**config.mk**
```make
export PLATFORM = sky130hd
export DESIGN_NAME = key_entry
export DESIGN_NICKNAME = d
export VERILOG_FILES = /design/src/rtl/flippy_pkg.sv /design/src/rtl/sync2.sv /design/src/rtl/key_entry.sv
export SDC_FILE = /design/constraint.sdc
export NUM_CORES = 1
export LEC_CHECK = 0
export CAP_MARGIN = 0
export CORE_MARGIN = 3
export CORE_UTILIZATION = 36
export CTS_CLUSTER_SIZE = 16
export DETAILED_ROUTE_END_ITERATION = 10
export MAX_ROUTING_LAYER = met4
export PLACE_DENSITY = 0.55
export SYNTH_ARGS = -nofsm -noshare
export SYNTH_HDL_FRONTEND = slang
export SYNTH_SLANG_ARGS = --single-unit
export TNS_END_PERCENT = 20
```
**constraint.sdc**
```tcl
create_clock -name clock -period 2.4 [get_ports clock]
set_clock_uncertainty 0.1 [all_clocks]
set_input_delay 0.48 -clock clock [delete_from_list [all_inputs] [get_ports clock]]
set_output_delay 0.48 -clock clock [all_outputs]
set_load 0.01 [all_outputs]
```
**src/rtl/flippy_pkg.sv**
```systemverilog
// rtl/flippy_pkg.sv - shared constants and FSM encoding for the key entry block
//
// Contents:
//   DEBOUNCE_CYCLES_DEFAULT : stable-level cycles for a press/release (10 ms at 50 MHz)
//   state_t                 : key entry FSM state encoding
package flippy_pkg;

  localparam int DEBOUNCE_CYCLES_DEFAULT = 500000;

  typedef enum logic [2:0] {
    IDLE       = 3'd0,
    PRESS_DB   = 3'd1,
    SUBMIT     = 3'd2,
    JUDGE      = 3'd3,
    HELD       = 3'd4,
    RELEASE_DB = 3'd5
  } state_t;

endpackage

```
**src/rtl/sync2.sv**
```systemverilog
// rtl/sync2.sv - two-flop synchroniser for one asynchronous input bit
//
// Ports:
//   clock   : system clock
//   reset_n : asynchronous active-low reset; both flops load RST_VAL
//   d       : raw asynchronous input
//   q       : synchronised output, two clock edges behind d
module sync2 #(
  parameter logic RST_VAL = 1'b0
) (
  input  logic clock,
  input  logic reset_n,
  input  logic d,
  output logic q
);

  logic meta;

  always_ff @(posedge clock or negedge reset_n) begin
    if (!reset_n) begin
      meta <= RST_VAL;
      q    <= RST_VAL;
    end else begin
      meta <= d;
      q    <= meta;
    end
  end

endmodule

```
**src/rtl/key_entry.sv**
```systemverilog
// rtl/key_entry.sv - debounced guess submission with hit/miss scoring
//
// Ports:
//   clock        : system clock, rising edge
//   reset_n      : asynchronous active-low reset
//   switches     : raw slide-switch guess (ASCII)
//   submit_btn_n : raw active-low submit button
//   correct      : match flag for the presented guess, sampled in JUDGE
//   game_over    : game has ended; blocks new presses and freezes scores
//   user_input   : last submitted guess, held until the next submission
//   guess_valid  : one-cycle strobe qualifying user_input
//   hits         : saturating count of correct guesses
//   misses       : saturating count of wrong guesses
//   busy         : high in every state except IDLE
module key_entry
  import flippy_pkg::*;
#(
  parameter int DEBOUNCE_CYCLES = DEBOUNCE_CYCLES_DEFAULT,
  parameter int SCORE_W         = 8
) (
  input  logic               clock,
  input  logic               reset_n,
  input  logic [7:0]         switches,
  input  logic               submit_btn_n,
  input  logic               correct,
  input  logic               game_over,
  output logic [7:0]         user_input,
  output logic               guess_valid,
  output logic [SCORE_W-1:0] hits,
  output logic [SCORE_W-1:0] misses,
  output logic               busy
);

  // The counter only has to hold DEBOUNCE_CYCLES-1, so $clog2 of the
  // cycle count is enough; guard the degenerate single-cycle case.
  localparam int                 CNT_W     = (DEBOUNCE_CYCLES > 1) ? $clog2(DEBOUNCE_CYCLES) : 1;
  localparam logic [CNT_W-1:0]   CNT_TERM  = CNT_W'(DEBOUNCE_CYCLES - 1);
  localparam logic [SCORE_W-1:0] SCORE_MAX = '1;

  logic [7:0]       sw_sync;
  logic             btn_sync_n;
  logic             pressed;
  state_t           state;
  logic [CNT_W-1:0] cnt;

  for (genvar i = 0; i < 8; i++) begin : g_sw_sync
    sync2 #(.RST_VAL(1'b0)) u_sw_sync (
      .clock   (clock),
      .reset_n (reset_n),
      .d       (switches[i]),
      .q       (sw_sync[i])
    );
  end

  // Button idles high, so its synchroniser resets to the released level.
  sync2 #(.RST_VAL(1'b1)) u_btn_sync (
    .clock   (clock),
    .reset_n (reset_n),
    .d       (submit_btn_n),
    .q       (btn_sync_n)
  );

  assign pressed = ~btn_sync_n;
  assign busy    = (state != IDLE);

  always_ff @(posedge clock or negedge reset_n) begin
    if (!reset_n) begin
      state       <= IDLE;
      cnt         <= '0;
      user_input  <= 8'h00;
      guess_valid <= 1'b0;
      hits        <= '0;
      misses      <= '0;
    end else begin
      guess_valid <= 1'b0;
      case (state)
        IDLE: begin
          if (pressed && !game_over) begin
            state <= PRESS_DB;
            cnt   <= '0;
          end
        end
        PRESS_DB: begin
          // Game ending mid-debounce abandons the press.
          if (game_over || !pressed) begin
            state <= IDLE;
          end else if (cnt == CNT_TERM) begin
            // Strobe and data are registered on entry so both are valid
            // for exactly the SUBMIT cycle.
            state       <= SUBMIT;
            user_input  <= sw_sync;
            guess_valid <= 1'b1;
          end else begin
            cnt <= cnt + CNT_W'(1);
          end
        end
        SUBMIT: begin
          state <= JUDGE;
        end
        JUDGE: begin
          if (!game_over) begin
            if (correct) begin
              if (hits != SCORE_MAX) hits <= hits + SCORE_W'(1);
            end else begin
              if (misses != SCORE_MAX) misses <= misses + SCORE_W'(1);
            end
          end
          state <= HELD;
        end
        HELD: begin
          if (!pressed) begin
            cnt   <= '0;
            state <= RELEASE_DB;
          end
        end
        RELEASE_DB: begin
          if (pressed) begin
            state <= HELD;
          end else if (cnt == CNT_TERM) begin
            state <= IDLE;
          end else begin
            cnt <= cnt + CNT_W'(1);
          end
        end
        default: begin
          state <= IDLE;
        end
      endcase
    end
  end

endmodule

```
Yosys cells after proc, flatten, opt, wreduce, memory -nomap -nowiden
Index checks and enable logic that the tools add are counted.
W data, S select, Z words.
{"block": "word_totals", "in_bits": 13, "wordCells": 72, "out_inout_bits": 26, "regBits": 65}
{"block": "classes", "n_addsub": 3, "mux": 16, "n_bitwise": 4, "n_eq_ne": 14, "reduce_logical": 11}
{"operator": "$mux W19", "count": 5}
{"operator": "$pmux W19 S4", "count": 1}
{"operator": "$add A19 B1 Y19 const B", "count": 1}
{"operator": "$eq A19 B19 Y1 const B", "count": 1}
{"operator": "$mux W3", "count": 6}
{"operator": "$pmux W3 S6", "count": 1}
{"operator": "$add A8 B1 Y8 const B", "count": 2}
{"operator": "$ne A8 B8 Y1 const B", "count": 2}
{"operator": "$reduce_and A4 Y1", "count": 3}
{"operator": "$eq A3 B2 Y1 const B", "count": 2}
{"operator": "$eq A3 B3 Y1 const B", "count": 2}
{"operator": "$ne A3 B3 Y1 const B", "count": 2}
{"operator": "$reduce_and A5 Y1", "count": 1}
{"operator": "$ne A2 B1 Y1 const B", "count": 2}
{"operator": "$ne A2 B2 Y1 const B", "count": 2}
{"operator": "$not A1 Y1", "count": 4}
{"operator": "$reduce_bool A4 Y1", "count": 1}
{"operator": "$eq A3 B1 Y1 const B", "count": 1}
{"operator": "$logic_not A3 Y1", "count": 1}
{"operator": "$mux W1", "count": 3}
{"operator": "$reduce_and A3 Y1", "count": 1}
{"operator": "$reduce_bool A3 Y1", "count": 1}
{"operator": "$logic_and A1 B1 Y1", "count": 1}
{"operator": "$logic_not A1 Y1", "count": 1}
{"operator": "$logic_or A1 B1 Y1", "count": 1}

Longest topological paths before layout
Gate-level depths: netlist of the first run.
{"block": "depth", "word_depth": 4, "mapped_depth": 7, "ltp_nobuf": 6}

Cells and area by module
From an unflattened synthesis of the first run, not the netlist that was laid out.
{"block": "unflattened", "cells_unflattened": 255, "area_unflattened_um2": 2909.0}
{"module": "key_entry", "cells_per_inst": 237, "n_inst": 1, "seq_area_each_um2": 1176.1, "area_per_inst_um2": 2456.1}
{"module": "sync2 at g_sw_sync[0].u_sw_sync ...", "cells_per_inst": 2, "n_inst": 8, "seq_area_each_um2": 50.0, "area_per_inst_um2": 50.0}
{"module": "sync2 at u_btn_sync", "cells_per_inst": 2, "n_inst": 1, "seq_area_each_um2": 52.6, "area_per_inst_um2": 52.6}

Least setup slack after synthesis of the first run
No wires, ideal clock.
{"block": "synth_timing", "kind": "flip-flop to flip-flop", "from": "register cnt[0]", "to": "register cnt[16]", "path_buffers": 0, "path_stages_with_launch": 7, "synth_period_minus_slack_ps": 2112, "setup_ps": 126, "arrival_time_ps": 1886, "required_ps": 2174, "setup_slack_ps": 288, "cell_sequence": "dfrtp_1 -> ha_1 -> nand3_4 -> or4_4 -> or2_0 -> and3_1 -> a221o_1"}
{"block": "synth_between", "elab_chain_cells": 4, "word_cells_on_any_way": 6, "classes_between": "add/sub: 1; eq/ne: 1; mux: 4"}
{"element": "from (decl)", "line": "key_entry.sv:44", "text": "logic [CNT_W-1:0] cnt;"}
{"element": "from (signal assigned)", "line": "key_entry.sv:94", "text": "cnt <= cnt + CNT_W'(1);"}
{"element": "from (signal assigned)", "line": "key_entry.sv:122", "text": "cnt <= cnt + CNT_W'(1);"}
{"element": "$add A19 B1 Y19 / $eq A19 B19 Y1 (equally long branches)"}
{"element": "$mux W19 (*)", "line": "key_entry.sv:87, key_entry.sv:119"}
{"element": "$mux W19 (on tied branches)", "line": "key_entry.sv:117, key_entry.sv:85"}
{"element": "$pmux W19 S4 (*)", "line": "key_entry.sv:76", "text": "case (state)"}
Every way passes the cells marked *; elsewhere a longest branch is shown, timed or not. The select of a mux whose other input is x is not followed.
A chain may end at the register's enable or synchronous reset.

Final worst setup path of the first run
{"block": "layout_timing", "from": "register state[2]", "to": "output busy"}
{"block": "layout_between", "elab_chain_cells": 1}
{"element": "from (decl)", "line": "key_entry.sv:43", "text": "state_t state;"}
{"element": "from (signal assigned)", "line": "key_entry.sv:68", "text": "state <= IDLE;"}
{"element": "from (signal assigned)", "line": "key_entry.sv:79", "text": "state <= PRESS_DB;"}
{"element": "from (signal assigned)", "line": "key_entry.sv:86", "text": "state <= IDLE;"}
{"element": "$reduce_bool A3 Y1", "line": "key_entry.sv:64", "text": "assign busy = (state != IDLE);"}
{"element": "to (decl)", "line": "key_entry.sv:31", "text": "output logic busy"}
No other way between the ends.

==> results.json, run 1 <==
{
  "synth_compound_area_frac": 0.09087,
  "cts_resized": 0,
  "utilization": 0.4840,
  "fillers": 703,
  "grt_max_degree": 66,
  "drcViolationCount": 0,
  "p_leak_nw": 1.677,
  "dr.pass1.iters": 4,
  "cts_buffer_depth": 2,
  "synth_top_family_by_area": "simple AND/OR/NAND/NOR gates",
  "viasPerCell": 5.043,
  "min_period_ps": 2289,
  "wl_per_cell_um": 13.52,
  "place.port_buffers": 38,
  "outcome": "finished, final reports clean",
  "ys_types": 44,
  "postRouteAntennaNets": 0,
  "drv_slew": 0,
  "instances_no_fill": 397,
  "yosysWarnings": 0,
  "ys_ff_latch": 65,
  "hold_path_class": "input port to asynchronous set/reset pin",
  "mappedNetlistArea_mm2": 0.002850,
  "syn_to_final_growth_pct": 26.47,
  "fp.dieH_um": 94.98,
  "cts_tree": "done",
  "drt_iter0_drc": 70,
  "num_io_pins": 39,
  "diodes": 0,
  "cts_hold_buf": 0,
  "postLayoutCellArea_mm2": 0.003605,
  "pwr-share-comb": 0.046,
  "path_clk_slew_ps": 70,
  "finalPower_mw": 2.308,
  "power_per_cell_area_mw_per_mm2": 640.4,
  "yosysMostFrequentCell": "dfrtp_1",
  "cts_sinks": 65,
  "layout_worst_path_cycle_share": 0.9539,
  "required_ps": 1820,
  "ys.flop_type": "dfrtp_1",
  "initial_core_util": 0.3827,
  "dr_total_vias": 2002,
  "numPlacedInstances": 381,
  "critPathCaptureType": "primary output",
  "setup_tns_ps": 0,
  "dp_hpwl_mm": 3.498,
  "rows": 31,
  "rsz0062_at_grt": "no",
  "core_area_mm2": 0.007447,
  "cts_root_buffer": "clkbuf_8",
  "numCtsBuffers": 9,
  "worst_slew_pin_slew_ps": 441.7,
  "peakVddDrop_uv": 332.3,
  "maxCapViolCount": 0,
  "timing.final.ws_setup_ps": 110.7,
  "grtUsageTotal": 0.1390,
  "yosys.area.top_type": "dfrtp_1",
  "grt_pass1_wl_mm": 9.128,
  "postCtsSetupRepairBufs": 0,
  "drive_above_1_share": 0.1711,
  "cp.arrival_ps": 1710,
  "clk_latency_ps": 350,
  "cts_htree_levels": 3,
  "swShare": 0.2130,
  "synth_top_area_frac": 0.5531,
  "syn_area_per_cell_um2": 11.68,
  "antenna_found_initial": 0,
  "dp_slack_ps": -22.56,
  "hold_viol_final": 0,
  "p_seq_frac": 0.501,
  "dieWidth_um": 94.98,
  "power_frac_clock": 0.453,
  "async_flop_share": 1.000,
  "holdWs_ps": 44.47,
  "synthCells": 244,
  "synthSimpleGateAreaFrac": 0.2147,
  "ys_seq_area_frac": 0.5716,
  "crit_path_max_fanout": 9,
  "fmax_ghz": 0.4368,
  "syn-num-nets": 260,
  "synthAdderAreaFrac": 0.01317,
  "synth-edff-count": 0,
  "startpoint_type": "flip-flop",
  "place_area_mm2": 0.003376,
  "grt_overflow": 0,
  "critPathKind": "flip-flop to primary output",
  "grt_pass1_vias": 1953,
  "relSlewSlack": 0.7015,
  "wirelength_mm": 5.369,
  "fp.dieArea_mm2": 0.009021,
  "internal_power_mw": 1.817,
  "synth.area.mux_share": 0.03951,
  "gp_congestion": 0.7795,
  "num-nets-final": 309,
  "netSwitchingPower_mw": 0.4918,
  "finalSetupViolations": 0,
  "synth_xor_area_frac": 0.04302,
  "synth_commonest_cells": "dfrtp_1, nand2_1, nor2_1",
  "ys_top_cells_by_area": "dfrtp_1, mux2_2, a221o_1"
}
==> power by group through the flow <==
stage | combinational (mW) | sequential (mW) | clock [mW]
floorplan | 0.0481 | 1.17 | 0
global placement | 0.108 | 1.18 | 0
detailed placement | 0.110 | 1.18 | 0
CTS | 0.110 | 1.16 | 1.08
global route | 0.123 | 1.16 | 1.14
finish | 0.106 | 1.16 | 1.05
==> critical path, cell delays in order (launching register included) <==
cell and delay, ps:
dfrtp_1 470, or3_1 410, clkdlybuf4s50_1 490
==> layout make-up <==
| type | instances | area (um^2) | area share |
|---|---|---|---|
| sequential | 65 | 1629 | 0.4519 |
| timing repair buffer | 48 | 475.5 | 0.1319 |
| multi-input combinational | 168 | 1144 | 0.3173 |
| inverter | 1 | 3.754 | 0.001041 |
| clock inverter | 5 | 77.57 | 0.02152 |
| tap | 99 | 123.9 | 0.03436 |
| clock buffer | 11 | 151.4 | 0.04200 |
==> layer usage <==
layer  global-route usage  wire [um]  vias to the layer above
li1                     -          -                      985
met1               0.1703       2627                      958
met2               0.2032       2356                       51
met3              0.04940        282                        8
met4              0.06851        102                        0
met5                    -          0                        -
==> cell families (layout without fill, tap and decap cells) <==
family / Yosys count / count (layout)
AOI/OAI and AO/OA: 33 / 33
and+or+nand+nor: 108 / 108
buffers and inverters: 11 / 65
DFF: 65 / 65
muxes: 10 / 10
adders and majority gates: 3 / 3
xor gates and xnor gates: 14 / 14
==> cell usage in the layout (no fill, tap or decap), types with 5 or more instances in the layout <==
| master | instances |
|---|---|
| dfrtp_1 | 63 |
| clkdlybuf4s50_1 | 37 |
| nor2_1 | 20 |
| nand2_1 | 20 |
| and3_1 | 13 |
| nand3_1 | 12 |
| nand4_1 | 11 |
| clkbuf_8 | 11 |
| mux2_2 | 10 |
| a221o_1 | 9 |
| xnor2_1 | 8 |
| buf_4 | 8 |
| xor2_1 | 6 |
| a31oi_1 | 6 |
| a21oi_1 | 5 |
==> flip-flops by register name, indices dropped and copies added (netlist names) <==
register,flops
user_input,8
guess_valid,1
u_btn_sync.meta,1
cnt,19
g_sw_sync.u_sw_sync.meta,8
state,3
hits,8
u_btn_sync.q,1
misses,8
g_sw_sync.u_sw_sync.q,8
==> path summary, 6_finish.rpt <==
check | depth (start not counted) | slack, ps | startpoint | endpoint
hold / removal | 2 | 40 | reset_n | g_sw_sync[7].u_sw_sync.q
hold reg to reg | 0 | 250 | g_sw_sync[6].u_sw_sync.meta | g_sw_sync[6].u_sw_sync.q
max in group asynchronous | 2 | 1840 | reset_n | u_btn_sync.meta
min in group clock | 0 | 250 | g_sw_sync[6].u_sw_sync.meta | g_sw_sync[6].u_sw_sync.q
setup / recovery | 2 | 110 | state[2] | busy
setup reg to reg | 6 | 160 | cnt[0] | cnt[16]
No activity file was read; power rests on OpenSTA's default activity.
==> run 2, diff against run 1 <==
- TNS_END_PERCENT: 20 -> 30
==> results of run 2 <==
No change in the layout: final DEF, timing and power equal those of run 1.
==> run 3, diff against run 2 <==
- SYNTH_HIERARCHICAL: not set -> 1
==> run 3 against run 2 <==
Net effect: cell count increased by 6.3%; sequential power about the same; design area increased by 3.6%; non-clock buffer count increased by 8; utilization decreased by 0.30 points; total power decreased by 0.62%; synthesized area increased by 2.1%; via count increased by 4.1%; clock power about the same; synthesized cell count increased by 4.5%; largest power group unchanged; critical path depth unchanged.
==> results.json, run 3 <==
{
  "critPathCaptureType": "primary output",
  "rsz0062_at_grt": "no",
  "ys_top_cells_by_area": "dfrtp_1, mux2_4, nand3_1",
  "min-delay-start": "u_btn_sync/meta",
  "power_frac_clock": 0.454,
  "power_per_cell_area_mw_per_mm2": 614.0,
  "initial_core_util": 0.3745,
  "crit_chain": "or3_1 -> clkdlybuf4s50_1",
  "startpoint_type": "flip-flop",
  "timing.final.ws_setup_ps": 128.6,
  "clk_latency_ps": 340,
  "internal_power_mw": 1.791,
  "mappedNetlistArea_mm2": 0.002909,
  "cts_htree_levels": 3,
  "hold_viol_final": 0,
  "rrSetupSlack_ps": 150,
  "layout_worst_path_cycle_share": 0.9464,
  "syn-num-nets": 271,
  "min_period_ps": 2271,
  "syn_to_final_growth_pct": 28.43,
  "yosysMostFrequentCell": "dfrtp_1",
  "drt_iter0_drc": 130,
  "dieWidth_um": 95.89,
  "grt_overflow": 0,
  "finalPower_mw": 2.294,
  "multi_input_area_mm2": 0.001199,
  "core_area_mm2": 0.007767,
  "cts_root_buffer": "clkbuf_8",
  "postRouteAntennaNets": 0,
  "setup_tns_ps": 0,
  "antenna_found_initial": 0,
  "ys_types": 49,
  "gp_congestion": 0.8302,
  "slowest_delay_ps": 490,
  "regMostFlops": "cnt",
  "pwr-share-comb": 0.049,
  "ys.flop_type": "dfrtp_1",
  "grtUsageTotal": 0.1464,
  "p_leak_nw": 1.692,
  "async_flop_share": 1.000,
  "drv_slew": 0,
  "fp.dieH_um": 95.89,
  "ys_seq_area_frac": 0.5600,
  "utilization": 0.4810,
  "layout_common_cells": "dfrtp_1, clkdlybuf4s50_1, nor2_1, nand3_1, nand2_1",
  "r2r-start": "cnt[11]",
  "path_clk_slew_ps": 70,
  "syn_area_per_cell_um2": 11.41,
  "grt_pass1_wl_mm": 9.860,
  "yosys.area.top_type": "dfrtp_1",
  "num-nets-final": 331,
  "yosysWarnings": 6,
  "crit_start": "state[0]",
  "dr_total_vias": 2085,
  "cts_tree": "done",
  "swShare": 0.2193,
  "maxCapViolCount": 0,
  "peakVddDrop_uv": 300.5,
  "wl_per_cell_um": 13.83,
  "outcome": "finished, final reports clean",
  "synthCells": 255,
  "grt_pass1_vias": 2034,
  "relSlewSlack": 0.6245,
  "postCtsSetupRepairBufs": 0,
  "worst_slew_pin_slew_ps": 560.8,
  "viasPerCell": 4.941,
  "critPathKind": "flip-flop to primary output",
  "num_io_pins": 39,
  "required_ps": 1820,
  "diodes": 0,
  "rows": 32,
  "postLayoutCellArea_mm2": 0.003736,
  "synth_top_area_frac": 0.5419,
  "fmax_ghz": 0.4402,
  "dr.pass1.iters": 4,
  "synth_commonest_cells": "dfrtp_1, nor2_1, nand3_1",
  "p_seq_frac": 0.497,
  "cp.arrival_ps": 1690,
  "place.port_buffers": 38,
  "grt_max_degree": 29,
  "netSwitchingPower_mw": 0.5031,
  "ys_ff_latch": 65,
  "numCtsBuffers": 9,
  "fillers": 716,
  "register_area_mm2": 0.001629,
  "drcViolationCount": 0,
  "slowest_stage": "dfrtp_1",
  "drive_above_1_share": 0.1781,
  "dp_hpwl_mm": 4.129,
  "dp_slack_ps": -37.12,
  "largest_register_ffs": 19,
  "synth-edff-count": 0,
  "finalSetupViolations": 0,
  "final_common_cell": "dfrtp_1",
  "hold_path_class": "flip-flop to flip-flop",
  "crit_path_max_fanout": 10,
  "wirelength_mm": 5.836,
  "cts_buffer_depth": 2,
  "worstSetupEndpoint": "busy",
  "fp.dieArea_mm2": 0.009195,
  "r2r_end": "user_input[2]",
  "cts_sinks": 65,
  "place_area_mm2": 0.003498,
  "reg2reg_depth": 5
}
==> run 3: changes by cell type in the layout (fill, tap and decap cells not counted), moves of 8 or more <==
cell | previous run | this run
o21ai_0 | 3 | 11
mux2_2 | 10 | 2
a221o_1 | 9 | 1
mux2_4 | 0 | 8
and3_1 | 13 | 4
a21o_1 | 0 | 9
==> run 3: logic make-up after synthesis <==
| group | synth area share |
|---|---|
| mux | 0.05247 |
| xor+xnor | 0.04215 |
| fa+ha+maj | 0.01290 |
| flops | 0.5600 |
| buf+inv | 0.02795 |
| compound gates | 0.1097 |
| simple gates | 0.1948 |
==> run 3: area by class of cell <==
type / count / share of cell area
multi-input combinational: 179 / 0.3208
sequential: 65 / 0.4360
clock inverter: 6 / 0.02411
tap: 102 / 0.03416
timing repair buffer: 56 / 0.1440
inverter: 4 / 0.004019
clock buffer: 10 / 0.03684
==> run 3: worst min-delay path by stage <==
stage,endpoint,slack (ps),cells past startpoint
global placement,g_sw_sync[4].u_sw_sync/q,230,0
CTS,u_btn_sync/q,250,0
detailed placement,g_sw_sync[0].u_sw_sync/q,240,0
floorplan,cnt[0],80,0
global route,u_btn_sync/q,250,0
finish,u_btn_sync/q,250,0
==> run 3: per-layer routing <==
metal  track usage  vias to the layer above  part of all wire
met4       0.07820                        0             0.021
li1              -                     1048                 -
met3       0.03362                        9             0.038
met2        0.1992                       46              0.45
met5             -                        -                 0
met1        0.2013                      982              0.49
==> run 3: stage by stage <==
| step | cells | hold WS [ps] |
|---|---|---|
| CTS | 422 | 252.7 |
| global placement | 405 | 232.4 |
| global route | 422 | 250.6 |
| finish | 422 | 250.2 |
| floorplan | 255 | 84.41 |
| detailed placement | 405 | 242.6 |
==> run 3: critical path, delay by kind of cell (launching register included) <==
family,cells,cell delay [ps]
AND/OR/NAND/NOR,1,380
flip-flops,1,490
buffers and inverters,1,490
==> run 3: what timing repair did <==
item                                    4_1_cts  5_1_grt
hold buffers                                  1        0
endpoints found under the setup margin        0        7
endpoints found under the hold margin         8        0
gates resized for setup                       0        1
==> run 3: power by group through the flow <==
| stage | Combinational (mW) | Sequential, mW | Clock, mW |
|---|---|---|---|
| 6_report | 0.111 | 1.14 | 1.04 |
| 5_1_grt | 0.127 | 1.14 | 1.12 |
| 4_1_cts | 0.114 | 1.14 | 1.07 |
| 3_5_place_dp | 0.112 | 1.16 | 0 |
| 3_3_place_gp | 0.112 | 1.16 | 0 |
| 2_1_floorplan | 0.0497 | 1.15 | 0 |
